--- config.mk ---
export PLATFORM = sky130hd
export DESIGN_NAME = gpio_debounce
export DESIGN_NICKNAME = d
export VERILOG_FILES = /design/src/rtl/gpio_debounce_pkg.sv /design/src/rtl/debounce_bit.sv /design/src/rtl/gpio_debounce.sv
export SDC_FILE = /design/constraint.sdc
export NUM_CORES = 1
export LEC_CHECK = 0
export CORE_MARGIN = 5
export CORE_UTILIZATION = 50
export DETAILED_ROUTE_END_ITERATION = 7
export GPL_TIMING_DRIVEN = 0
export PLACE_DENSITY = 0.68
export REMOVE_ABC_BUFFERS = 1
export SLEW_MARGIN = 10
export SYNTH_ARGS = -nofsm -noshare
export SYNTH_HDL_FRONTEND = slang
export SYNTH_SLANG_ARGS = --single-unit
--- constraint.sdc ---
create_clock -name clk -period 4.1 [get_ports clk]
set_clock_uncertainty 0.15 [all_clocks]
set_input_delay 0.82 -clock clk [delete_from_list [all_inputs] [get_ports clk]]
set_output_delay 0.82 -clock clk [all_outputs]
set_load 0.01 [all_outputs]
--- src/rtl/gpio_debounce_pkg.sv ---
// gpio_debounce_pkg: register map, reset values and threshold helper for gpio_debounce
package gpio_debounce_pkg;
  typedef enum logic [1:0] {
    PERIOD_REG    = 2'd0,
    THRESHOLD_REG = 2'd1,
    DB_ENABLE_REG = 2'd2,
    CHANGED_REG   = 2'd3
  } reg_addr_e;
  localparam int THR_W = 4;
  localparam int unsigned PERIOD_RST = 999;
  localparam logic [THR_W-1:0] THRESHOLD_RST = 4'd4;
  function automatic logic [THR_W-1:0] eff_threshold(input logic [THR_W-1:0] t);
    return (t == '0) ? THR_W'(1) : t;
  endfunction
endpackage

--- src/rtl/debounce_bit.sv ---
// debounce_bit: synchronizer, stability counter and clean output flop for one GPIO bit
module debounce_bit
  import gpio_debounce_pkg::*;
#(
  parameter int SYNC_STAGES = 2
) (
  input  logic             clk,
  input  logic             reset,
  input  logic             pin,
  input  logic             tick,
  input  logic             en,
  input  logic [THR_W-1:0] threshold,
  output logic             data_out,
  output logic             change
);
  logic [SYNC_STAGES-1:0] sync_q, sync_d;
  logic [THR_W-1:0] cnt_q, cnt_d, cnt_inc;
  logic data_q, data_d, sync_out, hit;
  // next state: shift synchronizer, count mismatching ticks, flip clean level at threshold
  always_comb begin
    sync_d = {sync_q[SYNC_STAGES-2:0], pin};
    sync_out = sync_q[SYNC_STAGES-1];
    cnt_inc = cnt_q + THR_W'(1);
    hit = tick && (cnt_inc == threshold);
    data_d = (!en || (sync_out != data_q && hit)) ? sync_out : data_q;
    cnt_d = (!en || sync_out == data_q || hit) ? '0 : tick ? cnt_inc : cnt_q;
  end
  // state registers
  always_ff @(posedge clk) begin
    if (reset) begin
      sync_q <= '0;
      cnt_q  <= '0;
      data_q <= 1'b0;
    end else begin
      sync_q <= sync_d;
      cnt_q  <= cnt_d;
      data_q <= data_d;
    end
  end
  assign data_out = data_q;
  assign change = data_d != data_q;
endmodule

--- src/rtl/gpio_debounce.sv ---
// gpio_debounce: 32-bit GPIO input synchronizer/debouncer with Avalon-MM control registers
module gpio_debounce
  import gpio_debounce_pkg::*;
#(
  parameter int SYNC_STAGES    = 2,
  parameter int PRESCALE_WIDTH = 16
) (
  input  logic        clk,
  input  logic        reset,
  input  logic        chipselect,
  input  logic        read,
  input  logic        write,
  input  logic [1:0]  address,
  input  logic [3:0]  byteenable,
  input  logic [31:0] writedata,
  output logic [31:0] readdata,
  input  logic [31:0] pin_in,
  output logic [31:0] data_out
);
  logic [PRESCALE_WIDTH-1:0] period_q, period_d, pre_q, pre_d;
  logic [THR_W-1:0] thr_q, thr_d, thr_eff;
  logic [31:0] en_q, en_d, chg_q, chg_d, change;
  logic wr, wr_period, tick, unused_byteenable;
  assign unused_byteenable = ^byteenable;
  // register writes, prescaler and sticky change flags (set beats clear)
  always_comb begin
    wr = chipselect && write;
    wr_period = wr && (address == PERIOD_REG);
    tick = pre_q == period_q;
    pre_d = (wr_period || tick) ? '0 : pre_q + PRESCALE_WIDTH'(1);
    period_d = wr_period ? writedata[PRESCALE_WIDTH-1:0] : period_q;
    thr_d = (wr && address == THRESHOLD_REG) ? writedata[THR_W-1:0] : thr_q;
    en_d = (wr && address == DB_ENABLE_REG) ? writedata : en_q;
    chg_d = (chg_q & ~((wr && address == CHANGED_REG) ? writedata : 32'h0)) | change;
    thr_eff = eff_threshold(thr_q);
  end
  // control registers
  always_ff @(posedge clk) begin
    if (reset) begin
      period_q <= PRESCALE_WIDTH'(PERIOD_RST);
      pre_q    <= '0;
      thr_q    <= THRESHOLD_RST;
      en_q     <= '0;
      chg_q    <= '0;
    end else begin
      period_q <= period_d;
      pre_q    <= pre_d;
      thr_q    <= thr_d;
      en_q     <= en_d;
      chg_q    <= chg_d;
    end
  end
  // combinational read mux
  always_comb begin
    readdata = !(chipselect && read) ? 32'h0 :
               (address == PERIOD_REG)    ? 32'(period_q) :
               (address == THRESHOLD_REG) ? 32'(thr_q) :
               (address == DB_ENABLE_REG) ? en_q : chg_q;
  end
  for (genvar i = 0; i < 32; i++) begin : g_bit
    debounce_bit #(.SYNC_STAGES(SYNC_STAGES)) u_bit (
      .clk      (clk),
      .reset    (reset),
      .pin      (pin_in[i]),
      .tick     (tick),
      .en       (en_q[i]),
      .threshold(thr_eff),
      .data_out (data_out[i]),
      .change   (change[i])
    );
  end
endmodule
# Yosys cells after proc, flatten, opt, wreduce, memory -nomap -nowiden
# Cells that the tools add are included.
# word_totals
inputBits	75
ff_bits	324
elab_cells	541
# classes
mux	38
n_eq_ne	132
addsub	33
n_bitwise	3
n_reduce_logical	234
# ops
operator	count
$mux W32	5
$add A4 B1 Y4 const B	32
$eq A4 B4 Y1	32
$logic_or A1 B1 Y1	97
$logic_and A1 B1 Y1	70
$reduce_or A2 Y1	33
$ne A1 B1 Y1	64
$and A32 B32 Y32	1
$eq A1 B1 Y1	32
$logic_not A1 Y1	32
$mux W1	32
$not A32 Y32	1
$or A32 B32 Y32	1
$add A16 B1 Y16 const B	1
$eq A16 B16 Y1	1
$eq A2 B2 Y1 const B	2
$logic_not A4 Y1	1
$mux W4	1
$eq A2 B1 Y1 const B	1
$logic_not A2 Y1	1

# Depth between registers and ports, before layout
# Gate-level depths: netlist of run 1.
# depth
ltp_word	9
ltp_mapped	9
ltp_nobuf	6

# Cells and area by module
# A second synthesis of run 1 with hierarchy kept.
# hier_totals
hier_cells	1737
hier_area_um2	15746.4
# modules_own_cells
module	seq_area_each_um2	area_per_inst_um2	cells_per_inst	instances
debounce_bit	140.1	351.6	37	32
gpio_debounce	2001.9	4495.6	553	1

# Worst setup path before layout of run 1
# Ideal clock, no wire load.
# synth_timing
path_kind	input to output
from	input port address[0]
to	output port readdata[21]
arrival_time_ns	2.236
path_buffers	3
path_stages	5
required_ns	3.130
path_slack_ns	0.894
path_cell_list	buf_2 > buf_1 > buf_1 > mux2i_1 > nor2_1
# synth_between
elab_chain_len	5
# synth_rtl
item	line	source
start: declaration	gpio_debounce.sv:13	input logic [1:0] address,
$eq A2 B2 Y1	gpio_debounce.sv:58	(address == DB_ENABLE_REG) ? en_q : chg_q;
$mux W32	gpio_debounce.sv:58	
$mux W32	gpio_debounce.sv:57	(address == THRESHOLD_REG) ? 32'(thr_q) :
$mux W32 *	gpio_debounce.sv:56	(address == PERIOD_REG) ? 32'(period_q) :
$mux W32 *	gpio_debounce.sv:55	readdata = !(chipselect && read) ? 32'h0 :
end: declaration	gpio_debounce.sv:16	output logic [31:0] readdata,
# Mark *: on every way between the ends. The rest lies on a longest branch, timed or not.

# Worst setup path after layout of run 1
# layout_timing
from	input port chipselect
to	output port readdata[2]
# layout_between
elab_chain_len	2
# layout_rtl
item	line	source
start: declaration	gpio_debounce.sv:10	input logic chipselect,
$logic_and A1 B1 Y1	gpio_debounce.sv:55	
$mux W32	gpio_debounce.sv:55	
# No other way between the ends.

==> summary.txt, run 1 <==
================================================================================
Outcome                                                             finished clean
Minimum hold slack                                                        284 ps
Synthesized area                                                       16500 µm²
Launching element type of the critical path                            input pin
Detailed placement HPWL                                                 26300 µm
Origin of the worst min-delay path                                  g_bit[15].u_bit.sync_q[0]
Count of placed standard cells including taps                               2390
Count of flip-flops with a built-in enable after synthesis                     0
Top cells by area, synth                                            dfxtp_1 (39%), xnor2_1 (7.5%), nand2_1 (7.3%)
Area of the core                                                       32500 µm²
Final hold violation count                                                     0
Number of warnings reported in the yosys synthesis log                         0
Start-to-end type of the worst setup path                           input pin to output port
Gpl congestion                                                             0.799
DRT Pass-1 Iters                                                               5
Master cell of the clock root buffer                                   clkbuf_16
Growth of design area from synthesis to finish                             17.3%
Horiz. Die Dim                                                            192 µm
Setup TNS                                                                   0 ps
Wire length of the first global-routing pass                            67200 µm
Endpoint of the worst hold-timing path                              g_bit[15].u_bit.sync_q[1]
Total Power                                                              7.02 mW
Final routed wire length divided by cell count                           16.6 µm
Initial Util                                                               50.7%
End-of-flow core utilization                                               59.5%
Clock tree from TritonCTS                                                   done
Per-instance average area after synthesis                               8.54 µm²
Height of the chip                                                        192 µm
Gr ovfl total                                                                  0
Gate count of the mapped netlist                                            1931
H-tree levels                                                                  2
Setup repair after global routing missed its margin                           no
Fin crit share                                                             94.7%
Hold WC Path Type                                                   flip-flop to flip-flop
Via count of the first global-routing pass                                 13600
Sequential element share of the synthesized area                           39.3%
Global-route usage over all layers                                         21.8%
Worst-Margin Slew                                                         873 ps
Peak supply drop                                                        0.300 mV
Number of standard cells in the final layout excluding fillers              2454
Arrival time at the worst endpoint                                       2910 ps
Max clock buf depth                                                            3
Number of buffers inserted during clock tree synthesis                        37
Synth unique cells                                                            42
R2R Path End                                                        g_bit[5].u_bit.data_out
Worst Hold Path Cells                                                          1
Power per standard cell area                                          363 nW/µm²
Proportion of layout cells with a drive suffix above 1                     5.27%
Clock latency on the worst-skew pair                                      520 ps
Max_slew headroom                                                          41.8%
Period minus WS final                                                    3880 ps
Type of destination of the critical path                             output port
DRC violation total after the first TritonRoute iteration                    840
Yosys top cell area share                                                  39.3%
Required @ worst endpoint                                                3130 ps
Diode count                                                                    0
DRT antenna net count                                                          0
Filler Cell Count                                                           2834
Number of antenna violations at the first check in global routing              1
R2R depth                                                                      7
Worst-path clk slew                                                        50 ps
Total detailed-routing wirelength                                       40800 µm
Highest clock rate                                                       258 MHz
Number of clock sinks seen by CTS                                            324
Number of placement rows                                                      66
Critical path fanouts, max                                                    16
Max Cap Viol                                                                   0
Number of remaining DRC errors                                                 0
Asr flop ratio synth                                                          0%
Die footprint                                                          36700 µm²
Total setup buffers inserted after CTS                                         0
Count of hold buffers inserted by post-cts repair                              0
Number of nets in the final layout                                          2095
Number of input and output port buffers inserted                             134
Number of vias in the routed layout                                        14000
DR vias/cell                                                                5.70
Startpoint of the lowest-slack register-to-register path                thr_q[3]
Num ports                                                                    139
Largest net degree at the start of global routing                            106
Main flop type after synthesis                                           dfxtp_1
Most area-hungry cell type in the Yosys netlist                          dfxtp_1
FF+latch count, synth                                                        324
Reported leakage power                                                   6.88 nW
Count of pins over their slew limit                                            0
Number of setup violations in the final report                                 0
Setup slack on the worst flop-to-flop path                                960 ps
================================================================================
==> worst max-delay path by stage <==
stage	to	startpoint	cells after the start
2_1_floorplan	pre_q[10]	pre_q[12]	5
6_report	readdata[2]	chipselect	4
3_3_place_gp	pre_q[4]	reset	4
3_5_place_dp	readdata[27]	address[1]	4
4_1_cts	readdata[2]	chipselect	4
5_1_grt	readdata[2]	chipselect	4
==> through the flow <==
| stage | cell area, µm² | worst slack (ps) |
|---|---|---|
| final | 19300 | 218 |
| after global routing | 19300 | 57.6 |
| after CTS | 19300 | 236 |
| after detailed placement | 18100 | -880 |
| after global placement | 17700 | -8420 |
| after floorplan | 15800 | -2510 |
==> cell type report <==
class | count | area, µm² | share of cell area, %
clock inverters | 8 | 98.8 | 0.511
clock buffers | 56 | 1120 | 5.79
inverters | 8 | 35.0 | 0.181
flip-flops and latches | 324 | 6500 | 33.6
multi-input cells | 1462 | 9350 | 48.3
well taps | 442 | 553 | 2.86
repair buffers | 154 | 1700 | 8.76
==> cells by family after synthesis <==
family	share of synthesized area, %
AO/OA/AOI/OAI	12.9
XOR/XNOR	12.1
adder cells (fa/ha/maj)	2.50
buffers and inverters	4.31
flip-flops	39.3
multiplexers	4.46
AND/OR/NAND/NOR	24.5
==> layout by cell type (no fill, tap or decap), types with 4 or more instances in the layout <==
cell type	n
nand3_1	117
xnor2_1	141
a31oi_1	29
a32o_1	30
nand4_1	32
inv_1	7
clkbuf_8	8
ha_1	33
clkdlybuf4s50_1	131
nor2_1	87
and2_1	29
a21oi_1	137
nand4b_1	31
xor2_1	84
mux2_2	12
mux4_2	4
clkbuf_1	9
or4b_1	28
clkbuf_16	39
mux2i_1	51
buf_16	6
o21ai_0	65
nor4_1	6
buf_6	8
or3_1	36
nor2b_1	69
buf_8	6
a211oi_1	29
nand2_1	319
a41oi_1	30
nand3b_1	30
dfxtp_1	320
a22oi_1	12
==> registers in the layout, summed over array words and instances (netlist names) <==
register / count
g_bit.u_bit.cnt_q: 128
g_bit.u_bit.sync_q: 64
chg_q: 32
en_q: 32
g_bit.u_bit.data_out: 32
period_q: 16
pre_q: 16
thr_q: 4
==> worst max-delay path, stage by stage <==
cell and delay [ps]:
clkdlybuf4s50_1 600, nand2_1 460, nor2b_1 420, clkdlybuf4s50_1 600
==> metal layers <==
metal / wire length (µm) / vias to the layer above / global-route usage [%] / share of wire, %
met1: 18100 / 6670 / 28.3 / 44
met3: 2200 / 84 / 3.27 / 5.4
met2: 19500 / 326 / 37.6 / 48
met5: 13 / - / 0 / 0.032
met4: 972 / 2 / 6.93 / 2.4
li1: - / 6917 / - / -
==> power by group <==
| group | switching, mW | internal (mW) | total, mW |
|---|---|---|---|
| registers | 0.0636 | 3.23 | 3.29 |
| logic | 0.211 | 0.215 | 0.426 |
| clock network | 1.30 | 2.01 | 3.30 |
==> repair_timing <==
item                       in CTS  in global routing
setup endpoints to repair      45                  0
gates resized for setup         7                  0
hold endpoints to repair        0                  0
==> synth_stat cells, types with 30 or more instances <==
library cell / count
a21oi_1: 137
a32o_1: 30
a41oi_1: 30
buf_4: 32
clkbuf_1: 76
dfxtp_1: 324
ha_1: 33
mux2i_1: 51
nand2_1: 319
nand3_1: 118
nand3b_1: 30
nand4_1: 32
nand4b_1: 31
nor2_1: 90
nor2b_1: 69
o21ai_0: 65
or3_1: 36
xnor2_1: 141
xor2_1: 84
(Power assumes the default switching activity.)
==> run 2: changes to the inputs <==
Settings changed: ABC_AREA from default to 1, CORE_UTILIZATION 50 to 63, PLACE_DENSITY 0.68 to 0.84.
==> run 2 against run 1 <==
Cell count grew 17%. Worst setup slack lost 190 ps. Die area shrank 19%. Synthesized cell count grew 28%. Sequential power is essentially flat. Wire length grew 8.8%.
==> summary.txt, run 2 <==
==================================================================================
Outcome                                                               finished clean
Most numerous cell in the Yosys netlist                                    nand2_1
Largest registers                                                     g_bit.u_bit.cnt_q x128, g_bit.u_bit.sync_q x64
Count of hold buffers inserted by post-cts repair                                0
Detailed placement HPWL                                                   27700 µm
Sequential element share of the synthesized area                             39.1%
Number of antenna violations at the first check in global routing                0
Number of placement rows                                                        59
Most common library cell in the layout ignoring fill and taps              nand2_1
Asr flop ratio synth                                                            0%
Peak supply drop                                                          0.327 mV
Number of standard cells in the final layout excluding fillers                2879
Clock latency on the worst-skew pair                                        520 ps
Per-instance average area after synthesis                                 6.73 µm²
Commonest cells after routing, fill and taps aside                    nand2_1 (749), dfxtp_1 (321), nand3_1 (275)
Worst-Margin Slew                                                           990 ps
Crit path from                                                          address[0]
Height of the chip                                                          172 µm
R2R Path End                                                          g_bit[15].u_bit.cnt_q[0]
Highest clock rate                                                         246 MHz
Internal power summed over all cells                                       5.29 mW
Launching element type of the critical path                              input pin
Diode count                                                                      0
Number of clock sinks seen by CTS                                              324
Final routed wire length divided by cell count                             15.4 µm
Most area-hungry cell type in the Yosys netlist                            dfxtp_1
Number of input and output port buffers inserted                               134
Number of nets in the final layout                                            2628
Minimum hold slack                                                          243 ps
Number of setup violations in the final report                                   0
Gpl congestion                                                               0.862
Commonest cells post-synth                                            nand2_1 (754), dfxtp_1 (324), nand3_1 (275), inv_1 (213), a21oi_1 (211)
Yosys top cell area share                                                    39.1%
End-of-flow core utilization                                                 73.8%
Max clock buf depth                                                              3
Total met3 wirelength after detailed routing                               3740 µm
Power spent charging and discharging nets                                  1.64 mW
Critical path fanouts, max                                                      16
Logic pwr share                                                               7.7%
Reported leakage power                                                     7.33 nW
Main flop type after synthesis                                             dfxtp_1
R2R depth                                                                       12
Gate count of the mapped netlist                                              2466
Start-to-end type of the worst setup path                             input pin to output port
Max Cap Viol                                                                     0
Fin crit share                                                               99.3%
Uppermost signal routing layer after detailed routing                         met4
Required @ worst endpoint                                                  3130 ps
Gr ovfl total                                                                    0
Number of remaining DRC errors                                                   0
Period minus WS final                                                      4070 ps
Fraction of power consumed by sequential logic                               47.9%
Largest net degree at the start of global routing                              113
Fraction of power consumed by the clock network                              44.4%
Number of buffers inserted during clock tree synthesis                          35
Horiz. Die Dim                                                              172 µm
Setup repair after global routing missed its margin                            yes
Filler Cell Count                                                             2002
Hold WC Path Type                                                     flip-flop to flip-flop
Power per standard cell area                                            362 nW/µm²
FF+latch count, synth                                                          324
Growth of design area from synthesis to finish                               15.5%
Num ports                                                                      139
Top cells by area, synth                                              dfxtp_1 (39%), nand2_1 (17%), nand3_1 (8.3%)
Post-route met1 wirelength                                                17500 µm
Setup slack on the worst flop-to-flop path                                  140 ps
DRT antenna net count                                                            0
Count of placed standard cells including taps                                 2814
DR vias/cell                                                                  5.68
Via count of the first global-routing pass                                   15600
Final hold violation count                                                       0
Startpoint of the lowest-slack register-to-register path                  thr_q[3]
Initial Util                                                                 63.9%
DRC violation total after the first TritonRoute iteration                     1542
Die footprint                                                            29700 µm²
Number of warnings reported in the yosys synthesis log                           0
Global-route usage over all layers                                           28.8%
Switching power as a share of total power                                    23.7%
DRT Pass-1 Iters                                                                 8
Length of routed met2 wiring                                              21600 µm
Worst-path clk slew                                                          60 ps
Proportion of layout cells with a drive suffix above 1                       5.03%
Wire length of the first global-routing pass                              71200 µm
Count of pins over their slew limit                                              0
Count of flip-flops with a built-in enable after synthesis                       0
Arrival time at the worst endpoint                                         3100 ps
Master cell of the clock root buffer                                     clkbuf_16
Flip-flop count of the largest register, all copies and words added            128
Area of the core                                                         26000 µm²
Total detailed-routing wirelength                                         44400 µm
Number of vias in the routed layout                                          16300
Clock tree from TritonCTS                                                     done
Type of destination of the critical path                               output port
Synth unique cells                                                              30
Top reg by flops                                                      g_bit.u_bit.cnt_q
CP endpoint                                                            readdata[0]
Max_slew headroom                                                            33.9%
H-tree levels                                                                    2
Synthesized area                                                         16600 µm²
==================================================================================
-- run 2: cell count changes after synthesis, moves of 70 or more --
cell	change
nand2_1	+435
inv_1	+206
nand3_1	+157
nor2_1	+117
xor2_1	-76
a21oi_1	+74
xnor2_1	-70
-- run 2: metrics by stage --
stage               power (mW)  instance area (µm²)  TNS [ps]  setup WS, ps
floorplan                 3.64                15800    -33400          -512
detailed placement        3.90                18000     -9190          -824
global placement          3.87                17600  -1057090         -5220
CTS                       6.95                19100         0          11.4
finish                    6.94                19200         0          28.2
global route              7.17                19200     -59.0         -38.9
-- run 2: final cells by class --
type                    count  area (µm²)  share of cell area, %
flip-flops and latches    324        6490                   33.9
clock inverters             6        70.1                  0.366
well taps                 335         419                   2.19
repair buffers            151        1690                   8.83
clock buffers              55        1040                   5.43
inverters                 218         862                   4.50
repair inverters            1        8.76                 0.0457
multi-input cells        1789        8580                   44.8
-- run 2: cells by family after synthesis --
logic type / after synthesis / share of synthesized area [%]
simple gates: 1341 / 34.3
buf+inv: 353 / 9.49
compound gates: 336 / 10.5
flops: 324 / 39.1
xor+xnor: 79 / 4.17
fa+ha+maj: 33 / 2.49
-- run 2: metal layers --
metal / track usage, % / vias to the layer above
met5: 0 / -
met4: 12.0 / 0
met3: 4.62 / 144
met2: 51.1 / 653
met1: 34.7 / 7510
li1: - / 8037
-- run 2: power groups by stage --
stage          clock network (mW)  logic (mW)  registers (mW)
2_1_floorplan                   0       0.266            3.38
5_1_grt                      3.25       0.587            3.33
6_report                     3.08       0.535            3.32
3_5_place_dp                    0       0.514            3.39
3_3_place_gp                    0       0.484            3.39
4_1_cts                      3.11       0.526            3.32
-- run 2: worst min-delay path by stage --
stage	to	from	slack (ps)	depth (start not counted)
after floorplan	g_bit[0].u_bit.sync_q[1]	g_bit[0].u_bit.sync_q[0]	240	2
final	g_bit[31].u_bit.sync_q[1]	g_bit[31].u_bit.sync_q[0]	240	2
after CTS	g_bit[31].u_bit.sync_q[1]	g_bit[31].u_bit.sync_q[0]	250	2
after global routing	g_bit[7].u_bit.sync_q[1]	g_bit[7].u_bit.sync_q[0]	270	2
after global placement	g_bit[26].u_bit.sync_q[1]	g_bit[26].u_bit.sync_q[0]	240	2
after detailed placement	g_bit[14].u_bit.sync_q[1]	g_bit[14].u_bit.sync_q[0]	240	2
-- run 2: repair_timing --
action | CTS | global route
gates cloned | 0 | 1
gates resized for setup | 13 | 2
endpoints found under the setup margin | 32 | 4
pin swaps | 1 | 1
setup buffers | 0 | 3
-- run 2: critical path: stages --
cell,delay [ps]
clkdlybuf4s50_1,520
inv_1,200
nand2_2,210
bufinv_16,330
o21bai_1,90
a221oi_2,340
clkdlybuf4s50_1,600
